===== src/rtl/alu_op_issue.sv =====
// alu_op_issue
//   Decodes one MIPS-style instruction per cycle into an ALU operation and
//   presents it through a single valid/ready output register stage.
//   Instructions with an opcode/funct combination the ALU cannot execute are
//   consumed, flagged with a one-cycle o_illegal pulse and counted in a
//   saturating 8-bit counter.
//
// Ports
//   i_clk, i_rst_n          clock, synchronous active-low reset
//   i_valid / o_ready       upstream handshake
//   i_opcode, i_funct       instruction opcode and R-type function field
//   i_rs_data, i_rt_data    register operands
//   i_imm, i_shamt          immediate and shift amount
//   i_flush                 drops the held op and any concurrent input
//   o_valid / i_ready       downstream (ALU stage) handshake
//   o_alu_control_signals   ALU control code
//   o_alu_input_A/B         ALU operands
//   o_shamt                 shift amount for the ALU
//   o_illegal               one-cycle pulse after an illegal op is consumed
//   o_illegal_cnt           saturating count of illegal ops
module alu_op_issue #(
    parameter int NB_DATA    = 32,
    parameter int NB_CONTROL = 6
) (
    input  logic                  i_clk,
    input  logic                  i_rst_n,
    input  logic                  i_valid,
    output logic                  o_ready,
    input  logic [5:0]            i_opcode,
    input  logic [5:0]            i_funct,
    input  logic [NB_DATA-1:0]    i_rs_data,
    input  logic [NB_DATA-1:0]    i_rt_data,
    input  logic [15:0]           i_imm,
    input  logic [4:0]            i_shamt,
    input  logic                  i_flush,
    output logic                  o_valid,
    input  logic                  i_ready,
    output logic [NB_CONTROL-1:0] o_alu_control_signals,
    output logic [NB_DATA-1:0]    o_alu_input_A,
    output logic [NB_DATA-1:0]    o_alu_input_B,
    output logic [4:0]            o_shamt,
    output logic                  o_illegal,
    output logic [7:0]            o_illegal_cnt
);

    localparam logic [5:0] OP_RTYPE = 6'b000000;
    localparam logic [5:0] OP_ADDI  = 6'b001000;
    localparam logic [5:0] OP_ADDIU = 6'b001001;
    localparam logic [5:0] OP_SLTI  = 6'b001010;
    localparam logic [5:0] OP_SLTIU = 6'b001011;
    localparam logic [5:0] OP_ANDI  = 6'b001100;
    localparam logic [5:0] OP_ORI   = 6'b001101;
    localparam logic [5:0] OP_XORI  = 6'b001110;
    localparam logic [5:0] OP_LUI   = 6'b001111;

    localparam logic [5:0] CTL_ADD  = 6'b100000;
    localparam logic [5:0] CTL_ADDU = 6'b100001;
    localparam logic [5:0] CTL_AND  = 6'b100100;
    localparam logic [5:0] CTL_OR   = 6'b100101;
    localparam logic [5:0] CTL_XOR  = 6'b100110;
    localparam logic [5:0] CTL_SLT  = 6'b101010;
    localparam logic [5:0] CTL_SLTU = 6'b101011;
    localparam logic [5:0] CTL_LUI  = 6'b001111;

    logic               accept;
    logic               dec_legal;
    logic [5:0]         dec_code;
    logic [NB_DATA-1:0] dec_a;
    logic [NB_DATA-1:0] dec_b;
    logic [4:0]         dec_shamt;
    logic [NB_DATA-1:0] imm_sext;
    logic [NB_DATA-1:0] imm_zext;
    logic [NB_DATA-1:0] imm_upper;

    assign o_ready   = !o_valid || i_ready;
    assign accept    = i_valid && o_ready && !i_flush;

    assign imm_sext  = NB_DATA'($signed(i_imm));
    assign imm_zext  = NB_DATA'(i_imm);
    assign imm_upper = NB_DATA'({i_imm, 16'h0000});

    always_comb begin
        dec_legal = 1'b0;
        dec_code  = 6'b000000;
        dec_a     = i_rs_data;
        dec_b     = i_rt_data;
        dec_shamt = 5'd0;
        case (i_opcode)
            OP_RTYPE: begin
                // R-type passes funct straight through as the control code
                case (i_funct)
                    6'b100000, 6'b100001, 6'b100010, 6'b100011,
                    6'b100100, 6'b100101, 6'b100110, 6'b100111,
                    6'b000000, 6'b000010, 6'b000011, 6'b000100,
                    6'b000110, 6'b000111, 6'b101010, 6'b101011: begin
                        dec_legal = 1'b1;
                        dec_code  = i_funct;
                        dec_shamt = i_shamt;
                    end
                    default: dec_legal = 1'b0;
                endcase
            end
            OP_ADDI:  begin dec_legal = 1'b1; dec_code = CTL_ADD;  dec_b = imm_sext; end
            OP_ADDIU: begin dec_legal = 1'b1; dec_code = CTL_ADDU; dec_b = imm_sext; end
            OP_SLTI:  begin dec_legal = 1'b1; dec_code = CTL_SLT;  dec_b = imm_sext; end
            OP_SLTIU: begin dec_legal = 1'b1; dec_code = CTL_SLTU; dec_b = imm_sext; end
            OP_ANDI:  begin dec_legal = 1'b1; dec_code = CTL_AND;  dec_b = imm_zext; end
            OP_ORI:   begin dec_legal = 1'b1; dec_code = CTL_OR;   dec_b = imm_zext; end
            OP_XORI:  begin dec_legal = 1'b1; dec_code = CTL_XOR;  dec_b = imm_zext; end
            OP_LUI: begin
                dec_legal = 1'b1;
                dec_code  = CTL_LUI;
                dec_a     = '0;
                dec_b     = imm_upper;
            end
            default: dec_legal = 1'b0;
        endcase
    end

    always_ff @(posedge i_clk) begin
        if (!i_rst_n) begin
            o_valid               <= 1'b0;
            o_illegal             <= 1'b0;
            o_illegal_cnt         <= 8'd0;
            o_alu_control_signals <= '0;
            o_alu_input_A         <= '0;
            o_alu_input_B         <= '0;
            o_shamt               <= 5'd0;
        end else begin
            o_illegal <= 1'b0;
            if (i_flush) begin
                o_valid <= 1'b0;
            end else if (accept && dec_legal) begin
                o_valid               <= 1'b1;
                o_alu_control_signals <= NB_CONTROL'(dec_code);
                o_alu_input_A         <= dec_a;
                o_alu_input_B         <= dec_b;
                o_shamt               <= dec_shamt;
            end else begin
                // An illegal accept implies o_ready, so any held op retires too
                if (i_ready) begin
                    o_valid <= 1'b0;
                end
                if (accept) begin
                    o_illegal <= 1'b1;
                    if (o_illegal_cnt != 8'hFF) begin
                        o_illegal_cnt <= o_illegal_cnt + 8'd1;
                    end
                end
            end
        end
    end

endmodule


===== config.mk =====
export PLATFORM = sky130hd
export DESIGN_NAME = alu_op_issue
export DESIGN_NICKNAME = d
export VERILOG_FILES = /design/src/rtl/alu_op_issue.sv
export SDC_FILE = /design/constraint.sdc
export NUM_CORES = 1
export LEC_CHECK = 0
export ABC_AREA = 1
export BUFFER_PORTS_ARGS = -buffer_cell sky130_fd_sc_hd__buf_2
export CORE_ASPECT_RATIO = 1.2
export CORE_MARGIN = 3
export CORE_UTILIZATION = 40
export DETAILED_ROUTE_END_ITERATION = 7
export PLACE_DENSITY = 0.79
export SYNTH_ARGS = -nofsm -noshare
export SYNTH_HDL_FRONTEND = slang
export SYNTH_SLANG_ARGS = --single-unit
export TNS_END_PERCENT = 50

===== constraint.sdc =====
create_clock -name i_clk -period 1.8 [get_ports i_clk]
set_input_delay 0.18 -clock i_clk [delete_from_list [all_inputs] [get_ports i_clk]]
set_output_delay 0.18 -clock i_clk [all_outputs]
set_load 0.03 [all_outputs]

==> results of run 1 <==
[cells in the final DEF (no fill, tap or decap)]
| master | n |
|---|---|
| nand3_2 | 2 |
| clkinv_2 | 1 |
| o21ai_0 | 32 |
| nand2_1 | 235 |
| clkbuf_1 | 2 |
| nand3b_1 | 1 |
| buf_4 | 17 |
| buf_2 | 187 |
| a22oi_1 | 1 |
| inv_1 | 32 |
| diode_2 | 2 |
| bufinv_16 | 2 |
| inv_2 | 2 |
| clkbuf_16 | 9 |
| ha_1 | 1 |
| clkinv_4 | 1 |
| nor3_1 | 3 |
| clkinv_1 | 1 |
| nor2_1 | 171 |
| buf_12 | 2 |
| xor2_1 | 4 |
| nand3_1 | 11 |
| nor2_2 | 2 |
| a21oi_4 | 1 |
| nand4_1 | 6 |
| o21ai_1 | 1 |
| dfxtp_1 | 85 |
| xnor2_1 | 2 |
| a21oi_1 | 21 |
[metrics by stage]
stage | instances | power (mW)
after floorplan | 647 | 2.29
after global placement | 943 | 2.50
after detailed placement | 943 | 2.51
after CTS | 958 | 4.46
after global routing | 959 | 4.61
final | 960 | 4.41
[sequential cells by signal, indices dropped and copies added (netlist names)]
name                   flops
o_alu_input_A             32
o_alu_input_B             32
o_illegal_cnt              8
o_alu_control_signals      6
o_shamt                    5
o_illegal                  1
o_valid                    1
[final timing paths]
path	from	to	slack, ps
max	o_valid	o_illegal_cnt[1]	190
min	i_flush	o_valid	80
max reg2reg	o_valid	o_illegal_cnt[1]	190
min reg2reg	o_alu_control_signals[4]	o_alu_control_signals[4]	440
[cell families after synthesis]
kind of cell | Yosys count | synth area share, %
DFF | 85 | 42.2
adders and majority gates | 1 | 0.310
and+or+nand+nor | 431 | 41.5
AOI/OAI and AO/OA | 56 | 7.30
buffers and inverters | 68 | 7.39
xor gates and xnor gates | 6 | 1.30
[metal layers]
metal	share of wire (%)	GRT usage, %
met1	43	24.2
met2	49	35.3
met3	6.0	4.88
met4	2.6	9.51
met5	0	0
[layout make-up]
type	instances	area (um2)
flip-flops and latches	85	1700
multi-input cells	494	2030
clock inverters	4	73.8
diodes	2	5.00
repair buffers	206	1100
well taps	123	154
clock buffers	11	233
inverters	35	131
fillers	1004	4230
[critical path, cell delays in order (launching register included)]
cell     delay, ps
dfxtp_1        300
nand2_1        100
nand3_1        250
a21oi_1        280
nand3_2        210
inv_1          190
nand2_1         70
a21oi_1        120
[power by group through the flow]
stage                     Sequential [mW]  Combinational [mW]  Clock [mW]
after global routing                 1.94               0.596        2.07
after global placement               1.98               0.527           0
after detailed placement             1.98               0.528           0
final                                1.93               0.527        1.95
after CTS                            1.94               0.530        1.99
after floorplan                      2.05               0.240           0
==> flow_summary.toml, run 1 <==
[outcome]
status = "completed"

[global_route]
grt_max_degree = 63
grt_first_pass_wirelength_um = 18700
antenna_found_initial = 1
grt_remaining_overflow = 0
grt_usage_pct = 20.5
grt_pass1_vias = 4058

[floorplan]
die_h_um = 116
io_pins = 188
row_count = 39
die_w_um = 97.6
core_area_mm2 = 0.00966
start_util_pct = 41.7
die-area_mm2 = 0.0113

[timing]
period_share_pct = 89.5
rsz0062_at_grt = "no"
worstMarginPinSlew_ps = 505
post-route-min-period_ps = 1610
finalSetupViolCount = 0
relSlewSlack_pct = 66.1
slew_viol_final = 0
max_clock_freq_ghz = 0.621
finClkSkew_ps = 3.28
tns_ps = 0
hold_ws_ps = 83.4
hold_viol = 0
layout_setup_ws_ps = 188

[layout]
postLayoutCoreUtil_pct = 56.2
final_nets = 934
final_area_mm2 = 0.00543
drive_gt1_share_pct = 27.1
syn2layout_area_growth_pct = 34.8

[cts]
clk_pin_slew_worst_paths_ps = 60
clk_latency_ps = 330
clock-sinks = 85
post_cts_buffers = 0
postCtsHoldBufs = 0
cts_root_buffer = "clkbuf_16"
ctsResizeCount = 0
htreeDepth = 3
cts-buffers-inserted = 9
cts_buffer_depth = 2
cts_tree = "done"

[detailed_routing]
firstDrtPassIters = 4
drt_iter0_drc = 218
drc = 0
routed_wl_um = 11700
drt-wirelength-per-cell_um = 12.2
vias = 4431
ant_nets = 0
avgViaCountPerCell = 4.62

[synthesis]
synth_top_area_cell = "dfxtp_1"
ys_seq_area_share_pct = 42.2
syn-cell-area_mm2 = 0.00403
synth_top_area_share_pct = 42.2
ys_ff_latch = 85
synth_async_sr_flop_share_pct = 0
synth_top_flop_cell = "dfxtp_1"
ys.warnings.count = 0
synth_area_leaders = "dfxtp_1, nand2_1, nor2_1"
synthCells = 647
synth-edff-count = 0
synth.avg_cell_area_um2 = 6.23
synth_fp_nets = 750
synth_cell_type_count = 24
yosysMostFrequentCell = "nand2_1"
ys_top_cells_by_count = "nand2_1, nor2_1, dfxtp_1"

[power]
pwr-share-seq_pct = 43.9
irDropWorstVdd_v = 0.000485
power_density_mw_per_mm2 = 812
pwr-share-comb_pct = 11.9
sw_frac_of_total_pct = 24.4
p_int_mw = 3.34
pwr-share-clk_pct = 44.2
p_leak_nw = 2.95
p_switching_mw = 1.08

[place]
dp_hpwl_um = 8600
dpl_cell_area_mm2 = 0.00512
gp_congestion = 0.849
dp_slack_ps = 148
portBuffers = 187

[critical_path]
crit_fanout = 9
endpoint_kind = "register"
arrival_ps = 1870
crit_required_ps = 2050
crit_type = "reg2reg"
reg2reg_depth = 7
crit_path_start_kind = "register"

[hold_path]
hold_class = "in2reg"
whs_path_depth = 4

[flow_run]
drv_cap = 0
No activity file was read; power rests on OpenSTA's default activity.
==> inputs of run 2 (changes only) <==
- GPL_TIMING_DRIVEN: unset -> 0
==> run 2 against run 1 <==
- total power shrank 1.8%
- sequential power is essentially flat
- global-route usage grew 0.37 points
- sequential share of layout area is essentially flat
- worst hold slack gained 8.8 ps
- fmax shrank 0.55%
- setup slack lost 9.0 ps
- critical path type unchanged
- critical endpoint is now o_illegal_cnt[0]
==> flow_summary.toml, run 2 (synthesis gave the netlist of run 1 again) <==
[outcome]
status = "completed"

[power]
pwr-share-clk_pct = 43.1
p_leak_nw = 2.96
pwr-share-comb_pct = 12.2
p_switching_mw = 1.10
pwr-share-seq_pct = 44.7
p_total_mw = 4.33
sw_frac_of_total_pct = 25.4
irDropWorstVdd_v = 0.000559
p_int_mw = 3.23
power_density_mw_per_mm2 = 798

[detailed_routing]
ant_nets = 0
vias = 4492
avgViaCountPerCell = 4.61
drt_iter0_drc = 164
drt-wirelength-per-cell_um = 12.5
routed_wl_um = 12200
firstDrtPassIters = 4
drc = 0

[floorplan]
row_count = 39
core_area_mm2 = 0.00966
die_w_um = 97.6
start_util_pct = 41.7
die_h_um = 116
die-area_mm2 = 0.0113
io_pins = 188

[layout]
syn2layout_area_growth_pct = 34.7
drive_gt1_share_pct = 26.7
seqCellArea_mm2 = 0.00170
final_common_cell = "nand2_1"
reg_top3 = "o_alu_input_A x32, o_alu_input_B x32, o_illegal_cnt x8"
final_cell_mix = "nand2_1, buf_2, nor2_1"
postLayoutCoreUtil_pct = 56.2
nFillCells = 1002
fin_cells = 974
multi_input_area_mm2 = 0.00204
final_nets = 948

[global_route]
grt_remaining_overflow = 0
grt_max_degree = 15
grt_first_pass_wirelength_um = 19100
grt_usage_pct = 20.8
antenna_found_initial = 1
grt_pass1_vias = 4092

[timing]
rsz0062_at_grt = "no"
max_clock_freq_ghz = 0.617
period_share_pct = 90.0
relSlewSlack_pct = 62.5
slew_viol_final = 0
hold_viol = 0
worstMarginPinSlew_ps = 562
finClkSkew_ps = 7.28
post-route-min-period_ps = 1620
finalSetupViolCount = 0
layout_setup_ws_ps = 179

[cts]
clock-sinks = 85
clk_latency_ps = 330
cts_root_buffer = "clkbuf_16"
cts_tree = "done"
htreeDepth = 3
post_cts_buffers = 0
clk_pin_slew_worst_paths_ps = 70
cts-buffers-inserted = 9
cts_buffer_depth = 2

[place]
dp_slack_ps = -154
place_inst = 957
gp_congestion = 0.923
dp_hpwl_um = 9330
portBuffers = 187

[critical_path]
crit_type = "reg2reg"
crit_required_ps = 2060
arrival_ps = 1880
endpoint_kind = "register"
crit_path_start_kind = "register"
crit_fanout = 9

[hold_path]
hold_class = "in2reg"

[flow_run]
drv_cap = 0
-- run 2: worst max-delay path, cell delays in order (launching register included) --
cell and delay [ps]:
dfxtp_1 340, ha_1 260, nand2_1 100, nor2_1 50, a21oi_2 210, nand3_2 210, inv_1 190, nand2_1 70
a21oi_1 120
-- run 2: area by class of cell --
class / instances / share of cell area [%]
Multi-Input combinational cell: 494 / 37.5
Clock buffer: 10 / 4.40
Buffer: 33 / 3.09
Tap cell: 123 / 2.83
Timing Repair Buffer: 187 / 17.2
Antenna cell: 1 / 0.0461
Inverter: 35 / 2.42
Clock inverter: 6 / 1.13
Sequential cell: 85 / 31.3
-- run 2: power groups by stage --
| stage | clock network, mW | logic [mW] | registers (mW) |
|---|---|---|---|
| global placement | 0 | 0.525 | 1.98 |
| finish | 1.87 | 0.529 | 1.93 |
| CTS | 1.91 | 0.530 | 1.94 |
| floorplan | 0 | 0.240 | 2.05 |
| detailed placement | 0 | 0.528 | 1.98 |
| global route | 1.99 | 0.596 | 1.94 |
-- run 2: metal layers --
metal	track usage (%)	up-vias	share of wire, %	routed length, um
met4	10.1	0	2.8	336
met2	36.1	141	49	5920
li1	-	2379	-	-
met5	0	-	0	0
met3	3.85	24	5.6	677
met1	25.0	1948	43	5250
-- run 2: final timing paths --
check	startpoint	endpoint	depth (start not counted)	slack [ps]
worst max register to register	o_illegal_cnt[0]	o_illegal_cnt[0]	8	180
worst max-delay path	o_illegal_cnt[0]	o_illegal_cnt[0]	8	180
worst min register to register	o_alu_control_signals[4]	o_alu_control_signals[4]	2	440
worst min-delay path	i_flush	o_valid	4	90
-- run 2: metrics by stage --
step           hold WS, ps  setup TNS (ps)  cell area (um2)
2_1_floorplan          329               0             4030
3_3_place_gp           419           -3690             5120
3_5_place_dp           431           -4010             5120
4_1_cts               71.2               0             5420
5_1_grt               91.2               0             5430
6_report              92.2               0             5430
-- run 2: what timing repair did --
action | 4_1_cts | 5_1_grt
endpoints found under the setup margin | 0 | 15
gates resized for setup | 0 | 6
hold buffers | 0 | 0
==> inputs of run 3 (changes only) <==
- SETUP_SLACK_MARGIN: unset -> 0.4
==> run 3 against run 2 <==
- non-clock buffer count grew 11
- core utilization grew 3.2 points
- routed wire length rose by 5.3%
- worst hold slack improved by 12 ps
- final cell count up 1.2%
- register-to-register slack better by 260 ps
- sequential share of layout area fell by 1.5 points
- critical path depth is 1 higher
- clock-buffer cell count stayed put
- critical endpoint is now o_alu_input_B[16]
==> flow_summary.toml, run 3 (synthesis gave the netlist of run 1 again) <==
[critical_path]
critPathTopFamily = "simple AND/OR/NAND/NOR gates"
arrival_ps = 1590
cpPeakStageDelay_ps = 330
worstPathCellList = "nand2_4 -> nand3_4 -> a21oi_4 -> buf_12 -> buf_8 -> buf_4 -> nand2_1 -> nand2_1 -> nor2_1"
endpoint_kind = "register"
crit_required_ps = 2030
cp_slowest_cell = "dfxtp_2"
crit_path_start_kind = "register"
crit_fanout = 6
crit_type = "reg2reg"
crit_buf_inv = 3
crit_path_frequent_cell = "nand2_1"

[layout]
reg_top3 = "o_alu_input_A x32, o_alu_input_B x32, o_illegal_cnt x8"
diodes = 0
nFillCells = 995
syn2layout_area_growth_pct = 42.5
drive_gt1_share_pct = 30.4
final_cell_mix = "nand2_1, buf_2, nor2_1"
final_nets = 961
final_common_cell = "nand2_1"

[timing]
max_clock_freq_ghz = 0.733
hold_viol = 0
relSlewSlack_pct = 61.7
post-route-min-period_ps = 1360
hold_ws_ps = 104
finClkSkew_ps = 9.38
period_share_pct = 75.7
finalSetupViolCount = 0
rsz0062_at_grt = "yes"
worstMarginPinSlew_ps = 575
slew_viol_final = 0

[power]
p_total_mw = 4.51
power_density_mw_per_mm2 = 785
p_leak_nw = 3.09
irDropWorstVdd_v = 0.000390

[detailed_routing]
avgViaCountPerCell = 4.67
routed_wl_um = 12800
drc = 0
firstDrtPassIters = 4
ant_nets = 0
vias = 4605
drt-wirelength-per-cell_um = 13.0
drt_iter0_drc = 176

[global_route]
grt_pass1_vias = 4057
antenna_found_initial = 0
grt_util_met1_pct = 25.9
grt_busiest_layer = "met2"
grt_first_pass_wirelength_um = 19800
grt_usage_pct = 21.7
met3_usage_pct = 5.12
use_met2_pct = 38.9
grt_max_degree = 16
grt_remaining_overflow = 0

[place]
dp_hpwl_um = 9480
gp_congestion = 0.812
portBuffers = 187

[cts]
cts_tree = "done"
cts_buffer_depth = 2
cts-buffers-inserted = 9
clk_pin_slew_worst_paths_ps = 70
htreeDepth = 3
clock-sinks = 85
postCtsHoldBufs = 0
clk_latency_ps = 330
cts_root_buffer = "clkbuf_16"

[floorplan]
die_h_um = 116
start_util_pct = 41.7
core_area_mm2 = 0.00966
die_w_um = 97.6
io_pins = 188
row_count = 39
die-area_mm2 = 0.0113

[outcome]
status = "completed"

[flow_run]
drv_cap = 0

[hold_path]
hold_class = "in2reg"
-- run 3: worst paths after layout --
path                            startpoint                        to  slack [ps]  cells after the start
setup / recovery                   o_valid         o_alu_input_B[16]         440                      9
hold / removal                  i_shamt[4]                o_shamt[4]         100                      3
setup reg to reg                   o_valid         o_alu_input_B[16]         440                      9
hold reg to reg   o_alu_control_signals[4]  o_alu_control_signals[4]         430                      2
-- run 3: repair_timing --
action	CTS	global route
endpoints found under the hold margin	0	0
resized for setup	12	39
pin swaps	3	7
setup buffers	3	7
setup endpoints to repair	77	79
gates cloned	2	1
-- run 3: per-stage QoR --
stage | cell area (um2) | setup WS, ps | util [%] | setup TNS (ps) | cells
after floorplan | 4070 | 399 | - | 0 | 647
after global routing | 5740 | 368 | 59.4 | 0 | 986
after global placement | 5160 | -35.9 | 53.4 | -50.9 | 957
final | 5740 | 437 | 59.4 | 0 | 986
after CTS | 5570 | 402 | 57.6 | 0 | 978
after detailed placement | 5160 | -33.6 | 53.4 | -239 | 957
-- run 3: worst min-delay path, cell delays in order --
cell and delay [ps]:
buf_2 90, nand2_1 50, a21oi_1 50
-- run 3: layout make-up --
| cell class | instances | area (um2) | share of cell area, % |
|---|---|---|---|
| timing repair buffer | 198 | 1050 | 18.3 |
| sequential | 85 | 1710 | 29.8 |
| inverter | 35 | 134 | 2.33 |
| clock inverter | 6 | 93.8 | 1.63 |
| clock buffer | 10 | 229 | 3.99 |
| multi-input combinational | 496 | 2170 | 37.7 |
| tap | 123 | 154 | 2.68 |
| buffer | 33 | 206 | 3.59 |
-- run 3: power by group --
group	switching (mW)	total, mW	leakage (nW)	internal (mW)
Combinational	0.344	0.565	2.25	0.222
Sequential	0.0176	1.93	0.690	1.91
Clock	0.781	2.01	0.154	1.23
Total	1.14	4.51	3.09	3.37
-- run 3: per-layer routing --
metal  up-vias  part of all wire [%]
met1      2019                    42
met3        12                   7.8
met4         0                   1.0
li1       2411                     -
met2       163                    49
met5         -                     0
